<file path="config.mk">
export PLATFORM = sky130hd
export DESIGN_NAME = apb_bridge
export DESIGN_NICKNAME = d
export VERILOG_FILES = /design/src/rtl/apb_pkg.sv /design/src/rtl/apb_decoder.sv /design/src/rtl/apb_bridge.sv
export SDC_FILE = /design/constraint.sdc
export NUM_CORES = 1
export LEC_CHECK = 0
export ABC_AREA = 1
export CAP_MARGIN = 0
export CORE_AREA = 2 2 531 533
export DETAILED_ROUTE_END_ITERATION = 6
export DIE_AREA = 0 0 533 535
export PLACE_DENSITY = 0.3
export SYNTH_ARGS = -nofsm -noshare
export SYNTH_HDL_FRONTEND = slang
export SYNTH_SLANG_ARGS = --single-unit
</file>
<file path="constraint.sdc">
create_clock -name pclk -period 1.7 [get_ports pclk]
set_input_delay 0.34 -clock pclk [delete_from_list [all_inputs] [get_ports pclk]]
set_output_delay 0.34 -clock pclk [all_outputs]
set_load 0.01 [all_outputs]
</file>
<file path="src/rtl/apb_pkg.sv">
// Shared types and width helpers for the APB bridge.
package apb_pkg;

    typedef enum logic [1:0] {
        IDLE   = 2'd0,
        SETUP  = 2'd1,
        ACCESS = 2'd2,
        RESP   = 2'd3
    } apb_state_t;

    localparam int unsigned BYTE_W = 8;
    localparam int unsigned MIN_W  = 1;

    // Slave index width; a single-slave bus still needs a one-bit register.
    function automatic int unsigned idx_width(input int unsigned n);
        return (n > 1) ? $clog2(n) : MIN_W;
    endfunction

    // One strobe bit per data byte.
    function automatic int unsigned strb_width(input int unsigned dw);
        return dw / BYTE_W;
    endfunction

    // Timeout counter must hold TIMEOUT itself.
    function automatic int unsigned cnt_width(input int unsigned t);
        return (t > 0) ? $clog2(t + 1) : MIN_W;
    endfunction

endpackage

</file>
<file path="src/rtl/apb_decoder.sv">
// Combinational slave index decoder: one-hot select plus in-range flag.
module apb_decoder
    import apb_pkg::*;
#(
    parameter int unsigned DEC_NUMBER = 16,
    parameter int unsigned IDX_W      = idx_width(DEC_NUMBER)
) (
    input  logic [IDX_W-1:0]      idx,
    output logic [DEC_NUMBER-1:0] sel,
    output logic                  valid
);

    // Only indices below DEC_NUMBER light a select bit.
    always_comb begin
        sel = '0;
        for (int unsigned i = 0; i < DEC_NUMBER; i++) begin
            sel[i] = (idx == IDX_W'(i));
        end
        valid = |sel;
    end

endmodule

</file>
<file path="src/rtl/apb_bridge.sv">
// Single-outstanding host request to APB bridge with address decode and timeout.
module apb_bridge
    import apb_pkg::*;
#(
    parameter int unsigned ADDR_WIDTH = 32,
    parameter int unsigned DATA_WIDTH = 64,
    parameter int unsigned DEC_NUMBER = 16,
    parameter int unsigned DEC_LSB    = 12,
    parameter int unsigned TIMEOUT    = 256
) (
    input  logic                                 pclk,
    input  logic                                 preset,
    input  logic                                 req_valid,
    output logic                                 req_ready,
    input  logic [ADDR_WIDTH-1:0]                req_addr,
    input  logic                                 req_write,
    input  logic [DATA_WIDTH-1:0]                req_wdata,
    input  logic [DATA_WIDTH/8-1:0]              req_wstrb,
    output logic                                 rsp_valid,
    input  logic                                 rsp_ready,
    output logic [DATA_WIDTH-1:0]                rsp_rdata,
    output logic                                 rsp_err,
    output logic [ADDR_WIDTH-1:0]                paddr,
    output logic [DEC_NUMBER-1:0]                pselx,
    output logic                                 penable,
    output logic                                 pwrite,
    output logic [DATA_WIDTH-1:0]                pwdata,
    output logic [DATA_WIDTH/8-1:0]              pstrb,
    input  logic [DEC_NUMBER-1:0][DATA_WIDTH-1:0] prdatax,
    input  logic [DEC_NUMBER-1:0]                preadyx,
    input  logic [DEC_NUMBER-1:0]                pslverrx
);

    localparam int unsigned STRB_W  = strb_width(DATA_WIDTH);
    localparam int unsigned IDX_W   = idx_width(DEC_NUMBER);
    localparam int unsigned FIELD_W = $clog2(DEC_NUMBER);
    localparam int unsigned CNT_W   = cnt_width(TIMEOUT);

    apb_state_t              state_q, state_d;
    logic [IDX_W-1:0]        idx_q, idx_d, req_idx;
    logic [CNT_W-1:0]        cnt_q, cnt_d;
    logic [DEC_NUMBER-1:0]   req_sel, pselx_d;
    logic                    req_hit, penable_d, pwrite_d, rsp_valid_d, rsp_err_d;
    logic [ADDR_WIDTH-1:0]   paddr_d;
    logic [DATA_WIDTH-1:0]   pwdata_d, rsp_rdata_d;
    logic [STRB_W-1:0]       pstrb_d;
    logic                    sel_ready, sel_err, timed_out;
    logic [DATA_WIDTH-1:0]   sel_rdata;

    // Slave index field; a single-slave bus always targets slave 0.
    if (FIELD_W == 0) begin : g_single
        assign req_idx = '0;
    end else begin : g_field
        assign req_idx = req_addr[DEC_LSB +: IDX_W];
    end

    apb_decoder #(
        .DEC_NUMBER (DEC_NUMBER),
        .IDX_W      (IDX_W)
    ) u_dec (
        .idx   (req_idx),
        .sel   (req_sel),
        .valid (req_hit)
    );

    assign req_ready = (state_q == IDLE) && !preset;

    // Only the addressed slave's return signals are observed.
    assign sel_ready = preadyx[idx_q];
    assign sel_err   = pslverrx[idx_q];
    assign sel_rdata = prdatax[idx_q];
    assign timed_out = (TIMEOUT != 0) && (cnt_q == CNT_W'(TIMEOUT));

    // Next-state and next-output decode; everything holds unless changed.
    always_comb begin
        state_d     = state_q;
        idx_d       = idx_q;
        cnt_d       = cnt_q;
        paddr_d     = paddr;
        pwrite_d    = pwrite;
        pwdata_d    = pwdata;
        pstrb_d     = pstrb;
        pselx_d     = pselx;
        penable_d   = penable;
        rsp_valid_d = rsp_valid;
        rsp_rdata_d = rsp_rdata;
        rsp_err_d   = rsp_err;
        case (state_q)
            IDLE: begin
                if (req_valid && req_ready) begin
                    paddr_d  = req_addr;
                    pwrite_d = req_write;
                    pwdata_d = req_wdata;
                    pstrb_d  = req_write ? req_wstrb : '0;
                    idx_d    = req_idx;
                    if (req_hit) begin
                        state_d = SETUP;
                        pselx_d = req_sel;
                    end else begin
                        state_d     = RESP;
                        rsp_valid_d = 1'b1;
                        rsp_err_d   = 1'b1;
                        rsp_rdata_d = '0;
                    end
                end
            end
            SETUP: begin
                state_d   = ACCESS;
                penable_d = 1'b1;
                cnt_d     = CNT_W'(1);
            end
            ACCESS: begin
                if (sel_ready || timed_out) begin
                    state_d     = RESP;
                    pselx_d     = '0;
                    penable_d   = 1'b0;
                    cnt_d       = '0;
                    rsp_valid_d = 1'b1;
                    rsp_err_d   = sel_ready ? sel_err : 1'b1;
                    rsp_rdata_d = (sel_ready && !pwrite) ? sel_rdata : '0;
                end else if (cnt_q != {CNT_W{1'b1}}) begin
                    cnt_d = cnt_q + CNT_W'(1);
                end
            end
            RESP: begin
                if (rsp_ready) begin
                    state_d     = IDLE;
                    rsp_valid_d = 1'b0;
                end
            end
            default: state_d = IDLE;
        endcase
    end

    // State and registered outputs; reset returns every output to zero.
    always_ff @(posedge pclk) begin
        if (preset) begin
            state_q   <= IDLE;
            idx_q     <= '0;
            cnt_q     <= '0;
            paddr     <= '0;
            pwrite    <= 1'b0;
            pwdata    <= '0;
            pstrb     <= '0;
            pselx     <= '0;
            penable   <= 1'b0;
            rsp_valid <= 1'b0;
            rsp_rdata <= '0;
            rsp_err   <= 1'b0;
        end else begin
            state_q   <= state_d;
            idx_q     <= idx_d;
            cnt_q     <= cnt_d;
            paddr     <= paddr_d;
            pwrite    <= pwrite_d;
            pwdata    <= pwdata_d;
            pstrb     <= pstrb_d;
            pselx     <= pselx_d;
            penable   <= penable_d;
            rsp_valid <= rsp_valid_d;
            rsp_rdata <= rsp_rdata_d;
            rsp_err   <= rsp_err_d;
        end
    end

endmodule

</file>
==> results.txt <==
Data arrives at the worst endpoint at 2640 ps. For this configuration, the core starts out at a cell density of 6.478%. The final reports fail on setup timing. The logs give 0 for the number of DRC violations after detailed routing and 68.94% for the worst-case headroom to the max-slew limit.

The required time at the endpoint of the critical path is 2150 ps, and the die width is 533 microns. The H-tree generated during clock tree synthesis spans 4 levels. The tools report the finished layout cell area as 41580 sq um. Setup violations remaining at the end of the flow were counted as 98. Setup repair after global routing could not meet its margin everywhere. The pin count of the biggest net entering global routing came out at 57. Type of the worst min-delay path: primary input to flop.

Cell area after synthesis: 18070 sq um. Leaving out fill and tap cells, the most frequent cell in the layout is sky130_fd_sc_hd__nand2_1. In the synthesized netlist the async set-or-reset flop fraction comes to 0%. The maximum frequency from static timing analysis came out at 457.7 MHz.

The number of clock sinks seen by CTS was 199. 1354 I/O pins were placed. After technology mapping, the gate count stands at 3422. The total area inside the core boundary comes to 278900 sq um. The all-layer global routing usage is 14.30%. The number of port buffers works out to 1353. The number of buffers on the longest clock path was 3.

The largest total area in the synthesized netlist belongs to sky130_fd_sc_hd__nand2_1. Grouping stages by cell kind, the critical path spends the most delay in buffers and inverters. Of all nets on the critical path, the largest fanout is 18.

For this run, the leading register cell type out of synthesis is sky130_fd_sc_hd__dfxtp_1. STA classifies the critical path startpoint as a flop. The number of nets in the synthesized netlist is 4595.

The run finished, with violations left. The logs give 38230 sq um for the post-placement cell area and 214700 microns for the total wirelength of the detailed-routed design. The via count normalized by instance count was 3.402; the max-cap violation count was 0.

The critical path buffer and inverter count was 7; the later-pin clock latency in the skew report was 590 ps. The largest individual stage delay along the critical path comes from the cell sky130_fd_sc_hd__dfxtp_4. The setup slack of the critical path after layout came out at -484.6 ps. The global routing stage identified its most utilized layer as met2. The average wire per standard cell was 24.77 microns. Fraction of final layout cells with drive strength greater than 1: 14.38%.

In this run the most critical hold path is launched from req_addr[23]. The placer congestion estimate came out at 0.8820. In this run the vertical extent of the chip is 535 microns.

For the number of global-route vias before repair, the log shows 30.21k. Setup slack on the worst reg-to-reg path comes out at -480 ps. Sequential elements use 22.05% of the synthesized area.

Yosys printed 0 warnings. The cell count of the worst hold path was 3; the overall via count from detail_route was 29.48k. Most frequent cell on the critical path: sky130_fd_sc_hd__buf_12. Initial antenna violation count: 120. The synthesized design contains 0 enable-type register cells. Detailed placement ended at an HPWL of 177300 microns. CTS placed an instance of sky130_fd_sc_hd__clkbuf_16 at the clock tree root. The clock skew after layout came out at 48.07 ps. In this run, synthesis produced a sequential element count of 199.

The mean cell area of the mapped netlist is 5.279 sq um, and the worst reg2reg path depth is 15. The top cell type by area accounts for 29.75% of the synthesized area. The run gives 278100 microns as the first-pass GRT wire length. The logs give 25 for the number of buffers added by the clock tree synthesis step and 30 for the count of cell types in the netlist. For met1 alone, demand over resource in global routing was 16.83%.

For the violation count after the first detailed-routing iteration, the log shows 1514. The ratio of final minimum period to clock period is 128.5%. The floorplan step defined a die boundary enclosing 285200 sq um.

The minimum clock period came out at 2185 ps. The critical path goes through buf_12 > buf_16 > buf_12 > buf_16 > nand2_4 > nand3_4 > nand3_4 > buf_12 > nand2_4 > nand2_4 > buf_12 > buf_12 > nor2_1 > o21ai_1 > nor2_1. For this design the static power due to leakage is 17.38 nW.

For this design the ratio of total power to cell area is 693.0 nW/um^2. Maximum cell stage delay along the critical path: 350 ps. For this run, the detailed router's first-pass iteration total came to 6.

After floorplanning, the core was divided into 194 placement rows. In the final design database the tool counted 6078 nets. Sorting the synthesized cells by area gives the leading types as sky130_fd_sc_hd__nand2_1, sky130_fd_sc_hd__nand3_1, sky130_fd_sc_hd__dfxtp_1, sky130_fd_sc_hd__buf_2, sky130_fd_sc_hd__nor2_1. In the layout the commonest cells are sky130_fd_sc_hd__nand2_1, sky130_fd_sc_hd__clkdlybuf4s50_1, sky130_fd_sc_hd__nand3_1. The worst setup path is of the flop to flop kind.

The number of max-slew violations in the final report was 0; the peak ir drop on the vdd network was 0.4143 mV. The fraction of met2 tracks used by global routing came out at 25.73%. The path with the worst hold slack has its endpoint at paddr[23].

Final hold analysis gives a worst-case slack of 276.9 ps. For the number of filler cells placed in the layout, the log shows 32.26k. The layout-stage area growth over the synthesis result came out at 130.2%. The tools report the critical register-to-register path startpoint as paddr[13].

The tools report the worst reg2reg path endpoint as rsp_rdata[10]. The number of nets with antenna violations after detailed routing was 0; the number of hold violations in the final report was 0. Routing usage on met3: 4.267%.

TritonCTS built the clock tree. The clock-pin slew of the registers on the worst-case setup and hold paths works out to 120 ps. The kind of end point of the critical path is a flop. The leftover overflow at the end of global routing was 0. For the pin with the worst max-slew slack, the measured transition is 466.0 ps.
[final cells by class]
cell class	count	area, sq um	area share [%]
tap	3724	4659	11.21
clock inverter	6	61.31	0.1474
multi-input combinational	2789	13130	31.58
antenna	32	80.08	0.1926
sequential	199	4009	9.640
timing repair buffer	1739	18350	44.12
inverter	149	620.6	1.492
clock buffer	27	653.1	1.571
timing repair inverter	2	22.52	0.05416
[logic make-up after synthesis]
family	share of synthesized area [%]
buf+inv	10.68
xor+xnor	0.2909
flops	22.05
fa+ha+maj	0.5541
compound gates	4.225
simple gates	62.20
[per-stage QoR]
stage	setup WS, ps	utilization [%]	TNS, ps	power [W]	cells
floorplan	-11.22	-	-179.7	0.01149	3422
finish	-484.6	14.91	-39130	0.02882	8667
CTS	-543.1	14.70	-42220	0.02930	8623
global placement	-741.9	13.71	-71170	0.02148	8522
detailed placement	-719.5	13.71	-73180	0.02141	8522
global route	-583.4	14.89	-47920	0.03075	8649
[synthesized netlist by cell type, types with 12 or more instances]
master / count
sky130_fd_sc_hd__buf_2: 154
sky130_fd_sc_hd__o21ai_1: 37
sky130_fd_sc_hd__clkbuf_1: 85
sky130_fd_sc_hd__a22oi_1: 18
sky130_fd_sc_hd__a21oi_1: 67
sky130_fd_sc_hd__nor2_1: 195
sky130_fd_sc_hd__dfxtp_1: 199
sky130_fd_sc_hd__nand2_1: 1432
sky130_fd_sc_hd__o21ai_0: 12
sky130_fd_sc_hd__nand3_1: 987
sky130_fd_sc_hd__buf_1: 30
sky130_fd_sc_hd__inv_2: 29
sky130_fd_sc_hd__inv_1: 117
[worst reg2reg max path, delay by kind of cell (launching register included)]
kind / cells / cell delay, ps
buf+inv: 7 / 1060
simple gates: 7 / 550
flops: 1 / 350
compound gates: 1 / 120
[sequential cells by signal, summed over array words and instances (netlist names)]
register	count
cnt_q	9
paddr	32
state_q	2
pwrite	1
penable	1
pwdata	64
pselx	16
rsp_valid	1
pstrb	8
rsp_rdata	64
rsp_err	1
[power by group]
part           internal [W]  switching, W  total (W)
Clock               0.00291       0.00272    0.00562
Combinational       0.00806       0.00979     0.0178
Sequential          0.00509      0.000265    0.00535
[worst max-delay path by stage]
stage | from | endpoint | depth (start not counted)
2_1_floorplan | cnt_q[0] | rsp_rdata[41] | 11
3_3_place_gp | paddr[12] | rsp_rdata[55] | 13
3_5_place_dp | paddr[12] | rsp_rdata[55] | 13
4_1_cts | paddr[13] | rsp_rdata[59] | 16
5_1_grt | paddr[13] | rsp_rdata[60] | 15
6_report | paddr[13] | rsp_rdata[10] | 15
[repair_timing]
action | in CTS | in global routing
gates resized for setup | 515 | 97
pin swaps | 73 | 32
hold buffers | 0 | 0
buffers inserted | 48 | 11
gates cloned | 23 | 7
setup endpoints to repair | 334 | 129
[metal layers]
| metal | vias to the layer above | share of wire [%] |
|---|---|---|
| met5 | - | 0.17 |
| met4 | 58 | 1.9 |
| met3 | 234 | 7.6 |
| met2 | 1228 | 49 |
| met1 | 13858 | 41 |
| li1 | 14105 | - |
Note: power is estimated with default switching activity, not from simulation.
